**src/rtl/codec_i2c_config.sv**
```systemverilog
// Write-only I2C configuration master: walks a command table and sends each
// 16-bit word to the codec. Optional NACK detection and retry: CODEC_I2C_ACK_CHECK_EN.
//
// state   | meaning
// IDLE    | bus idle, waiting for start
// START   | START condition (2 quarters)
// BIT     | 27 bit slots, 4 quarters each
// STOP    | STOP condition (3 quarters)
// GAP     | bus idle between commands (4 quarters)
// DONE    | all commands acknowledged
// ERR     | retries exhausted on cmd_idx
module codec_i2c_config #(
   parameter int         CLK_DIV   = 125,
   parameter int         NUM_CMDS  = 4,
   parameter logic [6:0] DEV_ADDR  = 7'h1A,
   parameter int         MAX_RETRY = 3,
   parameter int         IDX_W     = (NUM_CMDS > 1) ? $clog2(NUM_CMDS) : 1
) (
   input  logic             clk,
   input  logic             rst,
   input  logic             start,
   output logic [IDX_W-1:0] cmd_idx,
   input  logic [15:0]      cmd_data,
   output logic             scl_o,
   output logic             sda_oe,
   input  logic             sda_i,
   output logic             busy,
   output logic             done,
   output logic             error
);
   typedef enum logic [2:0] {
      S_IDLE, S_START, S_BIT, S_STOP, S_GAP, S_DONE, S_ERR
   } state_t;

   localparam int CW = (CLK_DIV > 1) ? $clog2(CLK_DIV) : 1;

   state_t        state;
   logic [CW-1:0] qcnt;
   logic [1:0]    qtr;
   logic [4:0]    slot;
   logic [26:0]   shreg;
   logic          tick;
   logic          nack;

   assign tick = (qcnt == CW'(CLK_DIV - 1));

`ifdef CODEC_I2C_ACK_CHECK_EN
   localparam int RW = (MAX_RETRY > 0) ? $clog2(MAX_RETRY + 1) : 1;
   logic [RW-1:0] retry;
   logic          error_r;
   logic          ack_slot;
   assign ack_slot = (slot == 5'd8) || (slot == 5'd17) || (slot == 5'd26);
   assign error    = error_r;
`else
   localparam int unused_max_retry = MAX_RETRY;
   logic unused_sda;
   assign unused_sda = sda_i;
   assign nack       = 1'b0;
   assign error      = 1'b0;
`endif

   // ACK slots carry a 1 so SDA is released for the slave
   function automatic logic [26:0] frame(input logic [15:0] d);
      return {DEV_ADDR, 1'b0, 1'b1, d[15:8], 1'b1, d[7:0], 1'b1};
   endfunction

   always_ff @(posedge clk) begin
      if (rst) begin
         state   <= S_IDLE;
         qcnt    <= '0;
         qtr     <= '0;
         slot    <= '0;
         shreg   <= '0;
         scl_o   <= 1'b1;
         sda_oe  <= 1'b0;
         busy    <= 1'b0;
         done    <= 1'b0;
         cmd_idx <= '0;
`ifdef CODEC_I2C_ACK_CHECK_EN
         nack    <= 1'b0;
         retry   <= '0;
         error_r <= 1'b0;
`endif
      end else begin
         if (state == S_IDLE || state == S_DONE || state == S_ERR)
            qcnt <= '0;
         else
            qcnt <= tick ? '0 : qcnt + 1'b1;

         case (state)
            S_IDLE, S_DONE, S_ERR: begin
               if (start) begin
                  state   <= S_START;
                  qtr     <= '0;
                  scl_o   <= 1'b1;
                  sda_oe  <= 1'b1;
                  busy    <= 1'b1;
                  done    <= 1'b0;
                  cmd_idx <= '0;
                  shreg   <= frame(cmd_data);
`ifdef CODEC_I2C_ACK_CHECK_EN
                  nack    <= 1'b0;
                  retry   <= '0;
                  error_r <= 1'b0;
`endif
               end
            end
            S_START: if (tick) begin
               if (qtr == 2'd0) begin
                  qtr   <= 2'd1;
                  scl_o <= 1'b0;
               end else begin
                  state  <= S_BIT;
                  qtr    <= '0;
                  slot   <= '0;
                  sda_oe <= ~shreg[26];
                  shreg  <= {shreg[25:0], 1'b0};
               end
            end
            S_BIT: if (tick) begin
               qtr <= qtr + 2'd1;
               case (qtr)
                  2'd0: scl_o <= 1'b1;
                  2'd1: begin
`ifdef CODEC_I2C_ACK_CHECK_EN
                     if (ack_slot && sda_i) nack <= 1'b1;
`endif
                  end
                  2'd2: scl_o <= 1'b0;
                  default: begin
                     if (slot == 5'd26 || nack) begin
                        state  <= S_STOP;
                        sda_oe <= 1'b1;
                     end else begin
                        slot   <= slot + 5'd1;
                        sda_oe <= ~shreg[26];
                        shreg  <= {shreg[25:0], 1'b0};
                     end
                  end
               endcase
            end
            S_STOP: if (tick) begin
               if (qtr == 2'd0) begin
                  qtr   <= 2'd1;
                  scl_o <= 1'b1;
               end else if (qtr == 2'd1) begin
                  qtr    <= 2'd2;
                  sda_oe <= 1'b0;
               end else begin
                  qtr <= '0;
`ifdef CODEC_I2C_ACK_CHECK_EN
                  if (nack) begin
                     if (retry < RW'(MAX_RETRY)) begin
                        retry <= retry + 1'b1;
                        state <= S_GAP;
                     end else begin
                        state   <= S_ERR;
                        error_r <= 1'b1;
                        busy    <= 1'b0;
                     end
                  end else
`endif
                  if (cmd_idx == IDX_W'(NUM_CMDS - 1)) begin
                     state <= S_DONE;
                     done  <= 1'b1;
                     busy  <= 1'b0;
                  end else begin
                     cmd_idx <= cmd_idx + 1'b1;
                     state   <= S_GAP;
`ifdef CODEC_I2C_ACK_CHECK_EN
                     retry   <= '0;
`endif
                  end
               end
            end
            S_GAP: if (tick) begin
               qtr <= qtr + 2'd1;
               if (qtr == 2'd3) begin
                  state  <= S_START;
                  sda_oe <= 1'b1;
                  shreg  <= frame(cmd_data);
`ifdef CODEC_I2C_ACK_CHECK_EN
                  nack   <= 1'b0;
`endif
               end
            end
            default: state <= S_IDLE;
         endcase
      end
   end
endmodule

```
**config.mk**
```make
export PLATFORM = sky130hd
export DESIGN_NAME = codec_i2c_config
export DESIGN_NICKNAME = d
export VERILOG_FILES = /design/src/rtl/codec_i2c_config.sv
export SDC_FILE = /design/constraint.sdc
export NUM_CORES = 1
export LEC_CHECK = 0
export ABC_AREA = 1
export BUFFER_PORTS_ARGS = -buffer_cell sky130_fd_sc_hd__buf_2
export CAP_MARGIN = 20
export CORE_UTILIZATION = 45
export DETAILED_ROUTE_END_ITERATION = 12
export SYNTH_ARGS = -nofsm -noshare
export SYNTH_HDL_FRONTEND = slang
export SYNTH_SLANG_ARGS = --single-unit
```
**constraint.sdc**
```tcl
create_clock -name clk -period 2 [get_ports clk]
set_input_delay 0.5 -clock clk [delete_from_list [all_inputs] [get_ports clk]]
set_output_delay 0.5 -clock clk [all_outputs]
set_load 0.005 [all_outputs]
```
# After elaboration in Yosys (flattened, before gate mapping)
# Cells that the tools add are included.
word_totals:
  regBits: 50
  in_bits: 20
  word_cells: 139
op_classes:
  add_sub_neg: 4
  eq_ne: 31
  n_mux: 71
  n_bitwise: 1
  n_reduce_logical: 22
ops:
  columns: ["cell", "n"]
  rows:
  - ["27-bit two-way mux", 8]
  - ["27-bit one-hot mux with 4 select lines", 1]
  - ["2-bit inequality test (second input constant)", 17]
  - ["3-bit two-way mux", 11]
  - ["1-bit two-way mux", 27]
  - ["5-bit two-way mux", 5]
  - ["11-bit AND reduction", 2]
  - ["2-bit two-way mux", 10]
  - ["6-bit AND reduction", 3]
  - ["3-bit one-hot mux with 5 select lines", 1]
  - ["4-bit nonzero test", 3]
  - ["5-bit one-hot mux with 2 select lines", 1]
  - ["3-bit equality test (second input constant)", 3]
  - ["9-bit AND reduction", 1]
  - ["3-bit OR reduction", 3]
  - ["2-bit one-hot mux with 4 select lines", 1]
  - ["8-bit AND reduction", 1]
  - ["7-bit by 1-bit adder with 7-bit output (second input constant)", 1]
  - ["7-bit equality test (second input constant)", 1]
  - ["2-bit equality test (second input constant)", 3]
  - ["3-bit by 2-bit equality test with 1-bit output (second input constant)", 2]
  - ["1-bit one-hot mux with 2 select lines", 3]
  - ["5-bit by 1-bit adder with 5-bit output (second input constant)", 1]
  - ["5-bit equality test (second input constant)", 1]
  - ["other kinds (16)", 19]

# Longest topological paths before layout
# Gate-level depths: netlist of the first run.
logic_depth:
  word_depth: 6
  mapped_depth: 13
  mapped_depth_nobuf: 12

# Worst setup path before layout of the first run
# No wires, ideal clock.
synth_timing:
  kind: "reg-to-reg"
  start: "register qtr[0]"
  end: "register shreg[15]"
  setup_time_ps: 113
  t_arrival_ps: 1520
  required_ps: 1887
  setup_slack_ps: 368
  path_stages_with_launch: 12
  n_path_buf: 1
  synth_period_minus_slack_ps: 1632
  cell_sequence: "dfxtp_1 inv_1 ha_1 nand4_2 nand2_1 nor2_2 nand2_1 nor2_4 buf_6 nand2_1 nand2_1 nor2_1"
synth_between:
  elab_chain_len: 4
  word_cells_on_any_way: 9
  cone_classes: "eq/ne (6); reduce/logical (3)"
synth_rtl:
  columns: ["element", "line_no", "rtl"]
  rows:
  - ["start: declaration", "39", "logic [1:0] qtr;"]
  - ["start signal: assignment", "121", "qtr <= qtr + 2'd1;"]
  - ["start signal: assignment", "177", "qtr <= qtr + 2'd1;"]
  - ["2-bit by 1-bit equality test with 1-bit output (tied with other cells)", "122", "case (qtr)"]
  - ["3-bit OR reduction (no source line)", null, null]
  - ["2-bit inequality test (no source line)", null, null]
  - ["9-bit AND reduction (no source line) *", null, null]
  - ["end signal: assignment", "117", "shreg <= {shreg[25:0], 1'b0};"]
  - ["end signal: assignment", "137", "shreg <= {shreg[25:0], 1'b0};"]
  - ["end signal: assignment", "181", "shreg <= frame(cmd_data);"]
  - ["end: declaration", "41", "logic [26:0] shreg;"]
# Every way passes the cells marked *; elsewhere a longest branch is shown, timed or not.
# A chain may end at the register's enable or synchronous reset.

# Worst setup path in the final report of the first run
layout_timing:
  start: "register qtr[0]"
  end: "register shreg[3]"
# The elaborated chain is that of the path after synthesis.

==> impl_results.md, run 1 <==
- Top-Level Pins: 27
- FF-to-FF Start: qtr[0]
- # Max-Cap Violations: 0
- Placed Cells: 551
- Sink Count: 50
- GRT busiest layer: met2
- R2r endpoint: shreg[3]
- Post-Synthesis Cell Area: 2840 sq um
- Post-synth EDFFs: 0
- Max Buffers Root-to-Sink: 2
- CP max FO: 33
- Setup bufs post-CTS: 0
- Layout area overhead: 11.1%
- Cell Rows: 28
- Prevailing post-synth register cell: dfxtp_1
- Die H: 81.4 um
- Peak supply drop: 773 uV
- Vias per cell: 4.60
- Hpwl dp: 4110 um
- Most frequent CP cell: nand2_1
- Power Density: 1360 nW/um^2
- Overall Power: 0.00430 W
- Die W: 81.4 um
- Slowest CP cell: dfxtp_2
- RSZ-0062 raised after global routing: false
- Antenna Nets Post-Route: 0
- Worst reg-to-reg setup slack: 0.21 ns
- Cell Count, Final, Fillers Out: 559
- Num CTS Buffers: 5
- Slowest stage delay, CP: 0.37 ns
- CP endpoint: shreg[3]
- Area of placed instances: 3040 sq um
- Slew Viols, Final: 0
- Crit path kind: register to register
- Worst setup EP type: register
- First-pass GRT wire length: 9530 um
- Clk_skew: 0.00728 ns
- Final Hold Vio Count: 0
- # DRC: 0
- Most frequent cells in the layout: nand2_1, nor2_1, inv_1, dfxtp_1
- Final setup vio count: 0
- All-Layer GR Usage: 18.6%
- Hold Path Class: input pin to register
- Register area share after synthesis: 35.3%
- Routed len/inst: 10.1 um
- Number of global-route vias before repair: 2,156
- Top delay family on crit path: simple AND/OR/NAND/NOR gates
- Nets: 513
- Syn_nets: 487
- Final Util: 52.6%
- Min Tclk post-route: 1.79 ns
- Final period util: 89.7%
- CP startpoint: qtr[0]
- Critical path buffers and inverters: 2
- Drt first pass iters: 4
- Die area: 6630 sq um
- Syn Area/Cell: 6.21 sq um
- Share of cells above drive strength 1: 12.0%
- Synthesis Warnings: 0
- Drt total wl: 5640 um
- Yosys reg bits: 50
- Met2 Resource Use GR: 29.4%
- Critical Path RT: 2.21 ns
- Initial core utilization: 47.3%
- Pin count of the biggest net entering global routing: 34
- Post-Syn Instances: 457
- Finished Cell Area: 3150 sq um
- Critical path data arrival time: 2.00 ns
- CP cell instances: inv_1, ha_1, nand4_2, nand2_1, nor2_2, nand2_1, nor2_4, buf_12, nand2_1, nand2_1, nor2_1
- N_diodes: 0
- Setup TNS: 0 ns
- Gpl congestion: 0.838
- Fmax: 558 MHz
- Core box area: 5990 sq um
- Worst reg2reg path depth: 11
- Instance count on the critical path: 11
- Clk Latency, worst-skew pair: 0.30 ns
- Total gr overflow: 0
- Clk root buf: clkbuf_8
- Via count: 2,573
- Initial DRC Count: 89
- GR Util met1: 25.3%
- CTS tree: yes
- Initial antenna violation count: 0
- Clock-pin slew on the worst setup and hold paths: 0.10 ns
- CTS H-tree lvls: 2
- Run status: finished, final reports clean
- Netlist cell types: 30
- Ys async rst share: 0%
- Met3 Use GR: 3.37%
- Port Buffers: 24
- Most common cell after layout, fill and taps aside: nand2_1
- Setup crit start kind: register
- Fillers: 637
- Leak Pwr: 1.67 nW
-- power by group --
part	total, W	switching, W	internal (W)	leakage [nW]
clock network	0.000727	0.000351	0.000375	0.0585
logic	0.00219	0.00142	0.000769	1.20
registers	0.00139	0.000138	0.00125	0.411
total	0.00430	0.00191	0.00239	1.67
-- layer usage --
layer,vias up,routed length [um]
li1,1433,-
met1,1114,2980
met2,21,2490
met3,5,126
met4,0,51
met5,-,0
-- worst reg2reg max path: stages (launching register included) --
cell	delay [ns]
dfxtp_2	0.37
inv_1	0.08
ha_1	0.25
nand4_2	0.17
nand2_1	0.11
nor2_2	0.15
nand2_1	0.10
nor2_4	0.13
buf_12	0.19
nand2_1	0.08
nand2_1	0.06
nor2_1	0.04
-- area by class of cell --
class                   instances  area [sq um]  share of cell area [%]
clock buffers                   5          68.8                    2.18
clock inverters                 3          43.8                    1.39
inverters                      57           214                    6.79
multi-input cells             336          1530                    48.5
flip-flops and latches         50          1000                    31.8
well taps                      75          93.8                    2.98
repair buffers                 33           200                    6.35
-- per-stage QoR --
step                      hold WS [ns]  setup WS [ns]
after floorplan                  0.430          0.368
after global placement           0.450          0.170
after detailed placement         0.459          0.173
after CTS                        0.444          0.141
after global routing             0.455        0.00544
final                            0.457          0.206
-- synth_stat cells (2+ instances only) --
cell type | instances | area, sq um
a21oi_1 | 14 | 70.1
buf_1 | 3 | 11.3
buf_2 | 3 | 15.0
buf_4 | 4 | 30.0
buf_6 | 3 | 33.8
dfxtp_1 | 50 | 1000
ha_1 | 9 | 113
inv_1 | 53 | 199
inv_2 | 3 | 11.3
nand2_1 | 161 | 604
nand2_2 | 3 | 18.8
nand3_1 | 24 | 120
nand3_2 | 2 | 20.0
nand4_1 | 5 | 31.3
nor2_1 | 89 | 334
nor2_2 | 2 | 12.5
o21ai_0 | 11 | 55.1
xnor2_1 | 2 | 17.5
xor2_1 | 5 | 43.8
-- cell families (layout without fill, tap and decap cells) --
family	after synthesis	after routing	synth area share, %
AO/OA/AOI/OAI	26	26	4.81
buffers and inverters	71	98	10.9
other	1	1	0.132
XOR/XNOR	7	7	2.16
flip-flops	50	50	35.3
AND/OR/NAND/NOR	292	292	42.1
adder cells (fa/ha/maj)	10	10	4.68
-- flip-flops by register name, summed over array words and instances (netlist names) --
register and cells:
busy 1, cmd_idx 2, done 1, qcnt 7, qtr 2, scl_o 1, sda_oe 1, shreg 27
slot 5, state 3
-- worst min path at each step --
stage                     startpoint      end  slack, ns  depth (start not counted)
after detailed placement     qcnt[0]  qcnt[0]       0.46                          1
after global placement       qcnt[0]  qcnt[0]       0.45                          1
after CTS                        rst  slot[3]       0.44                          2
after global routing             rst  slot[3]       0.45                          2
final                            rst  slot[3]       0.46                          2
after floorplan              qcnt[0]  qcnt[0]       0.43                          1
-- what timing repair did --
item	4_1_cts	5_1_grt
endpoints found under the setup margin	0	23
hold buffers	0	0
gates resized for setup	0	2
Note: power is estimated with default switching activity, not from simulation.
==> inputs of run 2 (changes only) <==
Settings changed: CORE_MARGIN set to 2.
==> run 2 against run 1 <==
Sequential cell count unchanged. Largest power group unchanged. Global-route usage fell by 0.80 points. Cell area decreased by 1.2%. Sequential power about the same. Clock-buffer cell count is 1 higher. Critical path type unchanged. Register-to-register slack lost 0.03 ns. Non-clock buffer count shrank 1. Highest routed layer unchanged. Utilization down 0.65 points.
==> impl_results.md, run 2 (synthesized netlist as in run 1, its figures left out) <==
- Final period util: 91.0%
- Core box area: 5990 sq um
- Sink Count: 50
- Reg with most FFs: shreg
- Clk_skew: 0.00307 ns
- Most frequent cells in the layout: nand2_1, nor2_1, inv_1, dfxtp_1
- Cell Rows: 28
- Setup crit start kind: register
- Final hold slack: 0.458 ns
- Clk Latency, worst-skew pair: 0.30 ns
- R2r endpoint: shreg[11]
- Setup TNS: 0 ns
- Min Tclk post-route: 1.82 ns
- Initial antenna violation count: 0
- Die H: 83.4 um
- # DRC: 0
- Setup bufs post-CTS: 0
- Hold-critical path depth: 2
- Final setup vio count: 0
- Run status: finished, final reports clean
- Crit path kind: register to register
- Port Buffers: 24
- Antenna Nets Post-Route: 0
- Drt total wl: 5770 um
- RSZ-0062 raised after global routing: false
- Initial DRC Count: 108
- CTS H-tree lvls: 2
- Hpwl dp: 4140 um
- Critical path data arrival time: 2.03 ns
- Max reg flops: 27
- Slew Viols, Final: 0
- Via count: 2,573
- Min-Delay Startpoint: rst
- All-Layer GR Usage: 17.8%
- Slowest CP cell: dfxtp_1
- CP cell instances: inv_1, ha_1, nand4_2, nand2_1, nor2_2, nand2_1, nor2_4, buf_12, nand2_1, nand2_1, nor2_1
- N_diodes: 0
- Layout area overhead: 9.75%
- Routed len/inst: 10.4 um
- Fmax: 549 MHz
- Nets: 512
- Clock-pin slew on the worst setup and hold paths: 0.09 ns
- Share of cells above drive strength 1: 11.4%
- Most frequent CP cell: nand2_1
- Clk root buf: clkbuf_8
- Worst reg2reg path depth: 11
- CP max FO: 33
- Critical Path RT: 2.21 ns
- Vias per cell: 4.62
- Initial core utilization: 47.3%
- Top-Level Pins: 27
- Hold Path Class: input pin to register
- Power Density: 1340 nW/um^2
- Post-CTS Hold Fix Bufs: 0
- # Max-Cap Violations: 0
- Drt first pass iters: 4
- First-pass GRT wire length: 10,400 um
- Pin count of the biggest net entering global routing: 34
- Number of global-route vias before repair: 2,378
- Slowest stage delay, CP: 0.39 ns
- Most common cell after layout, fill and taps aside: nand2_1
- FF-to-FF Start: qtr[1]
- Die area: 6950 sq um
- Leak Pwr: 1.64 nW
- Max Buffers Root-to-Sink: 2
- Total gr overflow: 0
- Hold Path Sink: slot[3]
- Final Hold Vio Count: 0
- Worst setup EP type: register
- Overall Power: 0.00417 W
- Regs by FF count: shreg (27), qcnt (7), slot (5)
- Peak supply drop: 573 uV
- Die W: 83.4 um
- Gpl congestion: 0.887
- CTS tree: yes
- Worst reg-to-reg setup slack: 0.18 ns
- Num CTS Buffers: 5
[run 2: cell count changes in the layout (fill, tap and decap cells not counted)]
cell / before / now
buf_4: 8 / 7
bufinv_16: 1 / 0
clkbuf_1: 0 / 1
clkinv_2: 1 / 0
clkinvlp_4: 0 / 1
dfxtp_1: 48 / 49
dfxtp_2: 2 / 1
inv_6: 1 / 0
nand2_1: 161 / 160
nand2_2: 3 / 4
[run 2: per-stage QoR]
step | setup slack, ns | instance area [sq um] | instances | utilization (%)
2_1_floorplan | 0.368 | 2840 | 457 | -
3_3_place_gp | 0.169 | 3030 | 550 | 50.6
3_5_place_dp | 0.162 | 3030 | 550 | 50.6
4_1_cts | 0.154 | 3110 | 557 | 51.9
5_1_grt | 0.00456 | 3110 | 557 | 52.0
6_report | 0.179 | 3110 | 557 | 52.0
[run 2: repair_timing]
action | in CTS | in global routing
gates resized for setup | 0 | 2
setup endpoints to repair | 0 | 13
endpoints found under the hold margin | 0 | 0
[run 2: worst max path at each step]
stage | depth (start not counted) | slack (ns) | start | to
3_3_place_gp | 11 | 0.17 | qtr[0] | shreg[11]
5_1_grt | 10 | 0.005 | state[1] | state[0]
2_1_floorplan | 11 | 0.37 | qtr[0] | shreg[15]
3_5_place_dp | 11 | 0.16 | qtr[0] | shreg[11]
4_1_cts | 11 | 0.15 | qtr[0] | shreg[11]
6_report | 11 | 0.18 | qtr[1] | shreg[11]
[run 2: area by class of cell]
cell class | instances | area, sq um
Fill cell | 650 | 2880
Sequential cell | 50 | 1000
Clock buffer | 6 | 72.6
Timing Repair Buffer | 32 | 193
Tap cell | 75 | 93.8
Clock inverter | 1 | 7.51
Multi-Input combinational cell | 336 | 1530
Inverter | 57 | 214
[run 2: power breakdown]
group / switching [W] / internal (W)
sequential: 0.000140 / 0.00125
combinational: 0.00144 / 0.000771
clock: 0.000334 / 0.000241
[run 2: layer usage]
layer  global-route usage (%)  vias up  part of all wire, %
li1                         -     1429                    -
met1                     23.7     1111                   51
met2                     29.3       27                   44
met3                     3.28        6                  3.3
met4                     4.92        0                  1.2
met5                        0        -                    0
[run 2: critical path: cells and delay by family (launching register included)]
| family | cells | cell delay (ns) |
|---|---|---|
| simple gates | 8 | 0.82 |
| buf+inv | 2 | 0.27 |
| flops | 1 | 0.39 |
| fa+ha+maj | 1 | 0.23 |
